==> src/rtl/dice_pkg.sv <==
// Shared definitions for the dice game controller.
// State encoding, settle timing and score counter helpers.
package dice_pkg;

   localparam int SETTLE_CYCLES = 2;
   localparam int SETTLE_W      = 2;
   localparam int CNT_W         = 4;

   localparam logic [SETTLE_W-1:0] SETTLE_LAST = SETTLE_W'(SETTLE_CYCLES);
   localparam logic [CNT_W-1:0]    CNT_MAX     = '1;

   typedef enum logic [2:0] {
      S_IDLE1 = 3'd0,
      S_ROLL1 = 3'd1,
      S_EVAL1 = 3'd2,
      S_IDLE2 = 3'd3,
      S_ROLL2 = 3'd4,
      S_EVAL2 = 3'd5,
      S_WIN   = 3'd6,
      S_LOSE  = 3'd7
   } state_e;

   function automatic logic [CNT_W-1:0] sat_inc(input logic [CNT_W-1:0] v);
      return (v == CNT_MAX) ? v : v + 1'b1;
   endfunction

endpackage

==> src/rtl/btn_sync.sv <==
// Two-flop synchronizer for a raw push-button input.
// Async active-low reset clears both stages.
module btn_sync (
   input  logic clk,
   input  logic rst,
   input  logic d,
   output logic q
);

   logic s1_q;
   logic s2_q;

   always_ff @(posedge clk or negedge rst) begin
      if (!rst) begin
         s1_q <= 1'b0;
         s2_q <= 1'b0;
      end else begin
         s1_q <= d;
         s2_q <= s1_q;
      end
   end

   assign q = s2_q;

endmodule

==> src/rtl/dice_controller.sv <==
// Craps-style dice game controller: roll/evaluate FSM with
// synchronized buttons and saturating win/lose counters.
module dice_controller
   import dice_pkg::*;
(
   input  logic             clk,
   input  logic             rst,
   input  logic             Rb,
   input  logic             New_game,
   input  logic             D7,
   input  logic             D711,
   input  logic             D2312,
   input  logic             Eq,
   output logic             Roll,
   output logic             Sp,
   output logic             Win,
   output logic             Lose,
   output logic [CNT_W-1:0] win_count,
   output logic [CNT_W-1:0] lose_count,
   output logic [2:0]       state_dbg
);

   logic rb_s;
   logic ng_s;

   btn_sync u_sync_rb (
      .clk (clk),
      .rst (rst),
      .d   (Rb),
      .q   (rb_s)
   );

   btn_sync u_sync_ng (
      .clk (clk),
      .rst (rst),
      .d   (New_game),
      .q   (ng_s)
   );

   state_e              state_q, state_d;
   logic [SETTLE_W-1:0] settle_q, settle_d;
   logic [CNT_W-1:0]    win_q, win_d;
   logic [CNT_W-1:0]    lose_q, lose_d;
   logic                ng_prev_q, ng_prev_d;

   logic decide;
   logic ng_rise;

   assign decide  = (settle_q == SETTLE_LAST);
   assign ng_rise = ng_s & ~ng_prev_q;

   always_ff @(posedge clk or negedge rst) begin
      if (!rst) begin
         state_q   <= S_IDLE1;
         settle_q  <= '0;
         win_q     <= '0;
         lose_q    <= '0;
         ng_prev_q <= 1'b0;
      end else begin
         state_q   <= state_d;
         settle_q  <= settle_d;
         win_q     <= win_d;
         lose_q    <= lose_d;
         ng_prev_q <= ng_prev_d;
      end
   end

   always_comb begin
      state_d   = state_q;
      settle_d  = '0;
      ng_prev_d = ng_s;
      Roll      = 1'b0;
      Sp        = 1'b0;
      Win       = 1'b0;
      Lose      = 1'b0;
      unique case (state_q)
         S_IDLE1: if (rb_s) state_d = S_ROLL1;
         S_ROLL1: begin
            Roll = 1'b1;
            if (!rb_s) state_d = S_EVAL1;
         end
         S_EVAL1: begin
            // Inputs only matter once the settle count expires
            if (!decide) begin
               settle_d = settle_q + 1'b1;
            end else if (D711) begin
               state_d = S_WIN;
            end else if (D2312) begin
               state_d = S_LOSE;
            end else begin
               Sp      = 1'b1;
               state_d = S_IDLE2;
            end
         end
         S_IDLE2: if (rb_s) state_d = S_ROLL2;
         S_ROLL2: begin
            Roll = 1'b1;
            if (!rb_s) state_d = S_EVAL2;
         end
         S_EVAL2: begin
            if (!decide) begin
               settle_d = settle_q + 1'b1;
            end else if (Eq) begin
               state_d = S_WIN;
            end else if (D7) begin
               state_d = S_LOSE;
            end else begin
               state_d = S_IDLE2;
            end
         end
         S_WIN: begin
            Win = 1'b1;
            if (ng_rise) state_d = S_IDLE1;
         end
         S_LOSE: begin
            Lose = 1'b1;
            if (ng_rise) state_d = S_IDLE1;
         end
         default: state_d = S_IDLE1;
      endcase
   end

   always_comb begin
      win_d  = win_q;
      lose_d = lose_q;
      if (state_d == S_WIN && state_q != S_WIN) win_d = sat_inc(win_q);
      if (state_d == S_LOSE && state_q != S_LOSE) lose_d = sat_inc(lose_q);
   end

   assign win_count  = win_q;
   assign lose_count = lose_q;
   assign state_dbg  = state_q;

endmodule
==> config.mk <==
export PLATFORM = sky130hd
export DESIGN_NAME = dice_controller
export DESIGN_NICKNAME = d
export VERILOG_FILES = /design/src/rtl/dice_pkg.sv /design/src/rtl/btn_sync.sv /design/src/rtl/dice_controller.sv
export SDC_FILE = /design/constraint.sdc
export NUM_CORES = 1
export LEC_CHECK = 0
export BUFFER_PORTS_ARGS = -buffer_cell sky130_fd_sc_hd__buf_2
export CAP_MARGIN = 20
export CELL_PAD_IN_SITES_DETAIL_PLACEMENT = 1
export CELL_PAD_IN_SITES_GLOBAL_PLACEMENT = 1
export CORE_UTILIZATION = 40
export CTS_CLUSTER_DIAMETER = 150
export DETAILED_ROUTE_END_ITERATION = 10
export GPL_TIMING_DRIVEN = 0
export PLACE_DENSITY_LB_ADDON = 0.1
export SYNTH_ARGS = -nofsm -noshare
export SYNTH_HDL_FRONTEND = slang
export SYNTH_SLANG_ARGS = --single-unit
==> constraint.sdc <==
create_clock -name clk -period 2.5 [get_ports clk]
set_input_delay 0.5 -clock clk [delete_from_list [all_inputs] [get_ports clk]]
set_output_delay 0.5 -clock clk [all_outputs]
set_load 0.005 [all_outputs]
# Word level (Yosys, flattened, before mapping)
# Cells that the tools add are included.
[totals] in_bits=8 register_bits=18
[op_classes] add_sub_neg=3 reduce_logical=8 muxes=21 n_eq_ne=14 n_bitwise=4
[op_table] cell="2-to-1 mux 3 bit" n=11
[op_table] cell="case mux 3 bit (7 select lines)" n=1
[op_table] cell="== test 3 bit (second input constant)" n=6
[op_table] cell="adder 4 x 1 -> 4 bit (second input constant)" n=2
[op_table] cell="== test 4 bit (second input constant)" n=2
[op_table] cell="2-to-1 mux 1 bit" n=7
[op_table] cell="== test 3 x 2 -> 1 bit (second input constant)" n=2
[op_table] cell="inequality test 3 bit (second input constant)" n=2
[op_table] cell="OR reduction 2 bit" n=3
[op_table] cell="2-to-1 mux 2 bit" n=2
[op_table] cell="AND reduction 2 bit" n=2
[op_table] cell="== test 3 x 1 -> 1 bit (second input constant)" n=1
[op_table] cell="logical NOT 3 bit" n=1
[op_table] cell="inverter 1 bit" n=3
[op_table] cell="adder 2 x 1 -> 2 bit (second input constant)" n=1
[op_table] cell="== test 2 bit (second input constant)" n=1
[op_table] cell="logical AND 1 bit" n=2
[op_table] cell="bitwise AND 1 bit" n=1

# Logic depth before layout (Yosys ltp)
# Gate-level depths: netlist of the first run.
[logic_depth] word_depth=7 ltp_mapped=6

# By module
# A second synthesis of the first run with hierarchy kept.
[unflattened] cells_unflattened=77 area_unflattened_um2=944.7
[by_module_without_submodules] mod="dice_controller" n_inst=1 cells_per_inst=73 area_per_inst_um2=844.6 seq_area_each_um2=350.3
[by_module_without_submodules] mod="btn_sync" n_inst=2 cells_per_inst=2 area_per_inst_um2=50.0 seq_area_each_um2=50.0

# Least setup slack after synthesis of the first run
# No wires, ideal clock.
[synth_path] path_kind="register to register" startpoint="register state_q[0] (netlist: state_dbg[0])" endpoint="register lose_q[1] (netlist: lose_count[1])" path_slack_ps=560 required_time_ps=2372 n_path_buf=0 stages_incl_launch_ff=6 setup_ps=128 arrival_time_ps=1813 cell_sequence="dfrtp_1 -> or3b_4 -> o22a_4 -> o221ai_4 -> and4bb_1 -> mux2_1"
[synth_via] elab_chain_len=6 elab_cells_between_ends=21 cone_classes="eq/ne (9); mux (8); reduce/logical (4)"
[synth_rtl] element="start, declared" line_no="dice_controller.sv:40" source="state_e state_q, state_d;"
[synth_rtl] element="start signal, assigned" line_no="dice_controller.sv:60" source="state_q <= state_d;"
[synth_rtl] element="== test 3 bit" line_no="dice_controller.sv:76" source="unique case (state_q)"
[synth_rtl] element="OR reduction 2 bit (no source line)"
[synth_rtl] element="case mux 3 bit (7 select lines) (*)" line_no="dice_controller.sv:76"
[synth_rtl] element="net state_d[0]" line_no="dice_controller.sv:40"
[synth_rtl] element="== test 3 bit (*)" line_no="dice_controller.sv:127" source="if (state_d == S_LOSE && state_q != S_LOSE) lose_d = sat_inc(lose_q);"
[synth_rtl] element="logical AND 1 bit (*)" line_no="dice_controller.sv:127"
[synth_rtl] element="AND reduction 2 bit (no source line) (*)"
[synth_rtl] element="end signal, assigned" line_no="dice_controller.sv:63" source="lose_q <= lose_d;"
[synth_rtl] element="end, declared" line_no="dice_controller.sv:43" source="logic [CNT_W-1:0] lose_q, lose_d;"
# The timed path passes the listed nets; every way through them passes the cells marked *.
# A chain may end at the register's enable or synchronous reset.

# Final worst setup path of the first run
# Same ends and word-level chain as after synthesis.

==> results.toml, run 1 <==
[timing]
whs_ns = 0.1331
fin_ws_ns = 0.4198
finalSetupViolCount = 0
hold_viol = 0
tns_ns = 0
rsz0062_at_grt = "no"
fin_skew_ns = 0.002108
relSlewSlack = 0.6052
maxSlewViolCount = 0
min_period_ns = 2.080
post-route-period-util = 0.8321
worstMarginPinSlew_ns = 0.5883
max_freq_ghz = 0.4807

[yosys]
synth_compound_area_frac = 0.1229
synth_fa_ha_area_frac = 0.02561
synth_simple_gate_area_frac = 0.2727
synth_top_family_by_area = "simple AND/OR/NAND/NOR gates"
syn_area_sq_um = 977.2
syn_nets = 95
ys_warn_count = 0
synth.distinct_cells = 30
syn-instance-count = 85
synth_xor_xnor_area_share = 0.02689
avgSynthCellArea_sq_um = 11.50
synth-seq-cells = 18
synth_top_flop_cell = "dfrtp_1"
synthArstFlopShare = 1.000
synth_edf_count = 0
synthMuxAreaShare = 0.05762
ys_seq_area_frac = 0.4609

[global_route]
antenna_found_initial = 0
top_usage_layer = "met2"
gr-usage-met1 = 0.2293
grt_usage = 0.1738
grt_pass1_wl_mm = 3.353
met3_usage = 0.01786
first_global_vias = 740
use_met2 = 0.2835
grt_overflow_total = 0
grt_max_degree = 19

[job]
max_cap_violations = 0

[final_layout]
fin_area_sq_um = 1145
fin_util = 0.5078
final_common_cell = "buf_2"
fin_nets = 122
multi_input_area_sq_um = 494.2
drive_gt1_frac = 0.3273
diodes = 0
final_cell_mix = "24 x buf_2, 18 x dfrtp_1, 8 x nand2b_1"
regArea_sq_um = 450.4
area_delta_synth_final_pct = 17.16
n_fill_cell = 269
stdcell_count = 138

[placement]
dpl_cell_area_sq_um = 1122
portBuffers = 22
dp_slack_ns = 0.4284
dp_cells = 135
dp_hpwl_mm = 1.427
routabilityCongestion = 0.7603

[clock_network]
clock_path_buffers = 2
cts_buffers = 3
cts_tree = "done"
clk_pin_slew_ns = 0.09
clk-insertion-delay-late_ns = 0.28
hold_buffers = 0
cts_sinks = 18
cts_resized = 0
cts_htree_levels = 1
root_buffer = "clkbuf_4"
post_cts_buffers = 0

[critical_path]
cp_top_family = "simple AND/OR/NAND/NOR gates"
crit_type = "flip-flop to flip-flop"
cp-end-kind = "flip-flop"
crit_buf_inv = 0
cp.required_ns = 2.68
worst_path_max_delay_cell = "or3b_4"
cp_cell_sequence = "or3b_4, o22a_4, o221ai_4, and4bb_1, mux2_1"
worstPathArrival_ns = 2.26
cp_max_fo = 7
cpPeakStageDelay_ns = 0.45
cp-start-kind = "flip-flop"

[routing]
remaining_drc_errors = 0
vias = 758
dr.pass1.iters = 4
viasPerCell = 5.493
drt-wirelength-per-cell_microns = 14.61
drt-initial-drc-count = 11
final_antenna_net_count = 0
drt-total-wl_mm = 2.016

[floorplan]
core_sq_um = 2255
initial_core_util = 0.4334
rows = 17
dieArea_sq_um = 2645
die_w_microns = 51.43
ios = 23
die_h_microns = 51.43

[run_status]
status = "completed"

[hold_path]
hold_path_class = "primary input to asynchronous set/reset pin"

[power]
power_mw = 1.321
vdd.ir_drop.worst_mv = 0.6162
p_leak_nw = 0.5369
power.density_nw_per_um2 = 1154
-- routing by layer --
metal	routed length, microns	part of all wire
met1	972	0.48
met4	17	0.0084
met3	77	0.038
met2	949	0.47
met5	0	0
-- flip-flops by register name, summed over array words and instances, names as in the netlist --
signal / flops
lose_count: 4
ng_prev_q: 1
settle_q: 2
state_dbg: 3
u_sync_ng.q: 1
u_sync_ng.s1_q: 1
u_sync_rb.q: 1
u_sync_rb.s1_q: 1
win_count: 4
-- worst register-to-register path: stages (launching register included) --
cell	delay, ns
dfrtp_1	0.42
or3b_4	0.45
o22a_4	0.21
o221ai_4	0.25
and4bb_1	0.31
mux2_1	0.33
-- power breakdown --
group / internal [mW] / switching, mW / total [mW]
Sequential: 0.388 / 0.104 / 0.491
Combinational: 0.329 / 0.363 / 0.692
Clock: 0.0559 / 0.0819 / 0.138
-- cell usage after synthesis (3+ instances only) --
cell type	n	area [sq um]
a31oi_1	4	25.02
mux2_1	5	56.30
inv_1	4	15.01
and3b_1	4	35.03
dfrtp_1	18	450.4
nor4_1	3	18.77
nand4_1	3	18.77
nand2_1	3	11.26
nor2_1	3	11.26
nor4b_2	3	45.04
xor2_1	3	26.28
nand2b_1	8	50.05
-- worst paths after layout --
kind	startpoint	endpoint	slack, ns	cells past startpoint
setup / recovery	state_dbg[0]	lose_count[1]	0.42	5
hold / removal	rst	win_count[3]	0.13	1
setup reg to reg	state_dbg[0]	lose_count[1]	0.42	5
hold reg to reg	u_sync_ng.s1_q	u_sync_ng.q	0.37	0
max in group asynchronous	rst	lose_count[3]	2.08	1
min in group clk	Rb	u_sync_rb.s1_q	0.32	1
-- final cells by class --
type                       count  share of cell area
clock buffer                   3             0.01967
timing repair buffer          22             0.09618
multi-input combinational     60              0.4317
inverter                       4             0.01311
buffer                         3             0.01530
sequential                    18              0.3934
tap                           28             0.03060
-- kinds of logic (layout without fill, tap and decap cells) --
group | Yosys count | after routing
buffers and inverters | 7 | 32
muxes | 5 | 5
adders and majority gates | 2 | 2
and+or+nand+nor | 36 | 36
DFF | 18 | 18
xor gates and xnor gates | 3 | 3
AOI/OAI and AO/OA | 14 | 14
Note: power is estimated with default switching activity, not from simulation.
==> inputs of run 2 (changes only) <==
Clock period 2.5 ns to 2.1 ns, I/O delays scaled along.
==> run 2 against run 1 <==
Effect of this change: power is 23% higher; global-route usage stayed put; via count is 1.8% higher; worst hold slack worse by 0.088 ns; worst setup slack worse by 0.34 ns; combinational power is 26% higher; die area stayed put; critical path depth stayed put; core utilization is 0.78 points higher; wire length is 2.2% higher; critical path type unchanged; largest cell class unchanged.
==> results.toml, run 2 (synthesis gave the netlist of run 1 again) <==
[floorplan]
die_h_microns = 51.43
core_sq_um = 2255
rows = 17
initial_core_util = 0.4334
dieArea_sq_um = 2645
die_w_microns = 51.43
ios = 23

[global_route]
grt_pass1_wl_mm = 3.353
grt_max_degree = 19
grt_usage = 0.1738
grt_overflow_total = 0
first_global_vias = 740
antenna_found_initial = 0

[routing]
drt-total-wl_mm = 2.060
drt-wirelength-per-cell_microns = 14.82
remaining_drc_errors = 0
dr.pass1.iters = 4
drt-initial-drc-count = 6
vias = 772
final_antenna_net_count = 0
viasPerCell = 5.554

[critical_path]
crit_start = "state_dbg[0]"
cp_max_fo = 6
cp.required_ns = 2.29
crit_buf_inv = 0
cpPeakStageDelay_ns = 0.45
cp-end-kind = "flip-flop"
crit_type = "flip-flop to flip-flop"
timing.rr.start = "state_dbg[0]"
cp_top_family = "simple AND/OR/NAND/NOR gates"
cp-start-kind = "flip-flop"
worstPathArrival_ns = 2.21
worst_path_max_delay_cell = "or3b_4"
cp_cell_sequence = "or3b_4, o22a_4, o221ai_4, and4bb_2, mux2_1"

[clock_network]
hold_buffers = 0
clk-insertion-delay-late_ns = 0.29
cts_htree_levels = 1
cts_tree = "done"
cts_buffers = 3
clk_pin_slew_ns = 0.10
clock_path_buffers = 2
cts_sinks = 18
root_buffer = "clkbuf_4"

[job]
max_cap_violations = 0

[timing]
rsz0062_at_grt = "yes"
whs_ns = 0.04548
fin_skew_ns = 0.007694
worstMarginPinSlew_ns = 0.4184
finalSetupViolCount = 0
min_period_ns = 2.025
post-route-period-util = 0.9641
maxSlewViolCount = 0
hold_viol = 0
relSlewSlack = 0.7211
max_freq_ghz = 0.4939

[power]
power_mw = 1.625
p_leak_nw = 0.5436
vdd.ir_drop.worst_mv = 0.7411
power.density_nw_per_um2 = 1398

[hold_path]
hold_path_class = "primary input to asynchronous set/reset pin"

[placement]
dp_hpwl_mm = 1.427
routabilityCongestion = 0.7603
portBuffers = 22

[final_layout]
final_cell_mix = "24 x buf_2, 18 x dfrtp_1, 8 x nand2b_1"
fin_nets = 123
final_common_cell = "buf_2"
area_delta_synth_final_pct = 18.95
diodes = 0
drive_gt1_frac = 0.3514

[run_status]
status = "completed"
==> run 2: cell count changes in the layout (fill, tap and decap cells not counted) <==
cell      previous run  this run
and4bb_1             1         0
and4bb_2             0         1
buf_4                1         2
nor3_2               2         1
nor3_4               0         1
o21ai_1              1         0
o21ai_2              0         1
==> run 2: repair_timing <==
| item | 4_1_cts | 5_1_grt |
|---|---|---|
| endpoints found under the setup margin | 0 | 5 |
| buffers inserted | 0 | 1 |
| gates resized for setup | 0 | 3 |
==> run 2: metal layers <==
metal	share of wire	GRT usage
met4	0.018	0.08108
met5	0	0
met1	0.48	0.2293
met3	0.034	0.01786
met2	0.46	0.2835
==> run 2: where the power goes <==
group          leakage [nW]  total (mW)  switching (mW)  internal, mW
sequential            0.221       0.585           0.124         0.461
clock                0.0138       0.168           0.101        0.0668
combinational         0.309       0.872           0.449         0.422
==> run 2: final cells by class <==
class	count	area, sq um
fill	267	1092
multi-input combinational	60	504.2
sequential	18	450.4
timing repair buffer	23	117.6
tap	28	35.03
clock buffer	3	22.52
buffer	3	17.52
inverter	4	15.01
==> run 2: final timing paths <==
kind	cells after the start	slack, ns	end
worst max-delay path	5	0.08	lose_count[1]
worst min-delay path	1	0.05	state_dbg[1]
worst max register to register	5	0.08	lose_count[1]
worst min register to register	0	0.36	u_sync_rb.q
max in group asynchronous	1	1.76	state_dbg[0]
min in group clk	1	0.23	u_sync_rb.s1_q
==> run 2: through the flow <==
stage                     utilization   TNS, ns  std cells  setup slack, ns  area (sq um)
final                          0.5155         0        139          0.07540          1162
after global routing           0.5155  -0.03134        139         -0.02931          1162
after CTS                      0.5078         0        138         0.009146          1145
after detailed placement       0.4978         0        135          0.02836          1122
after global placement         0.4978         0        135          0.05431          1122
after floorplan                     -         0         85           0.1596         977.2
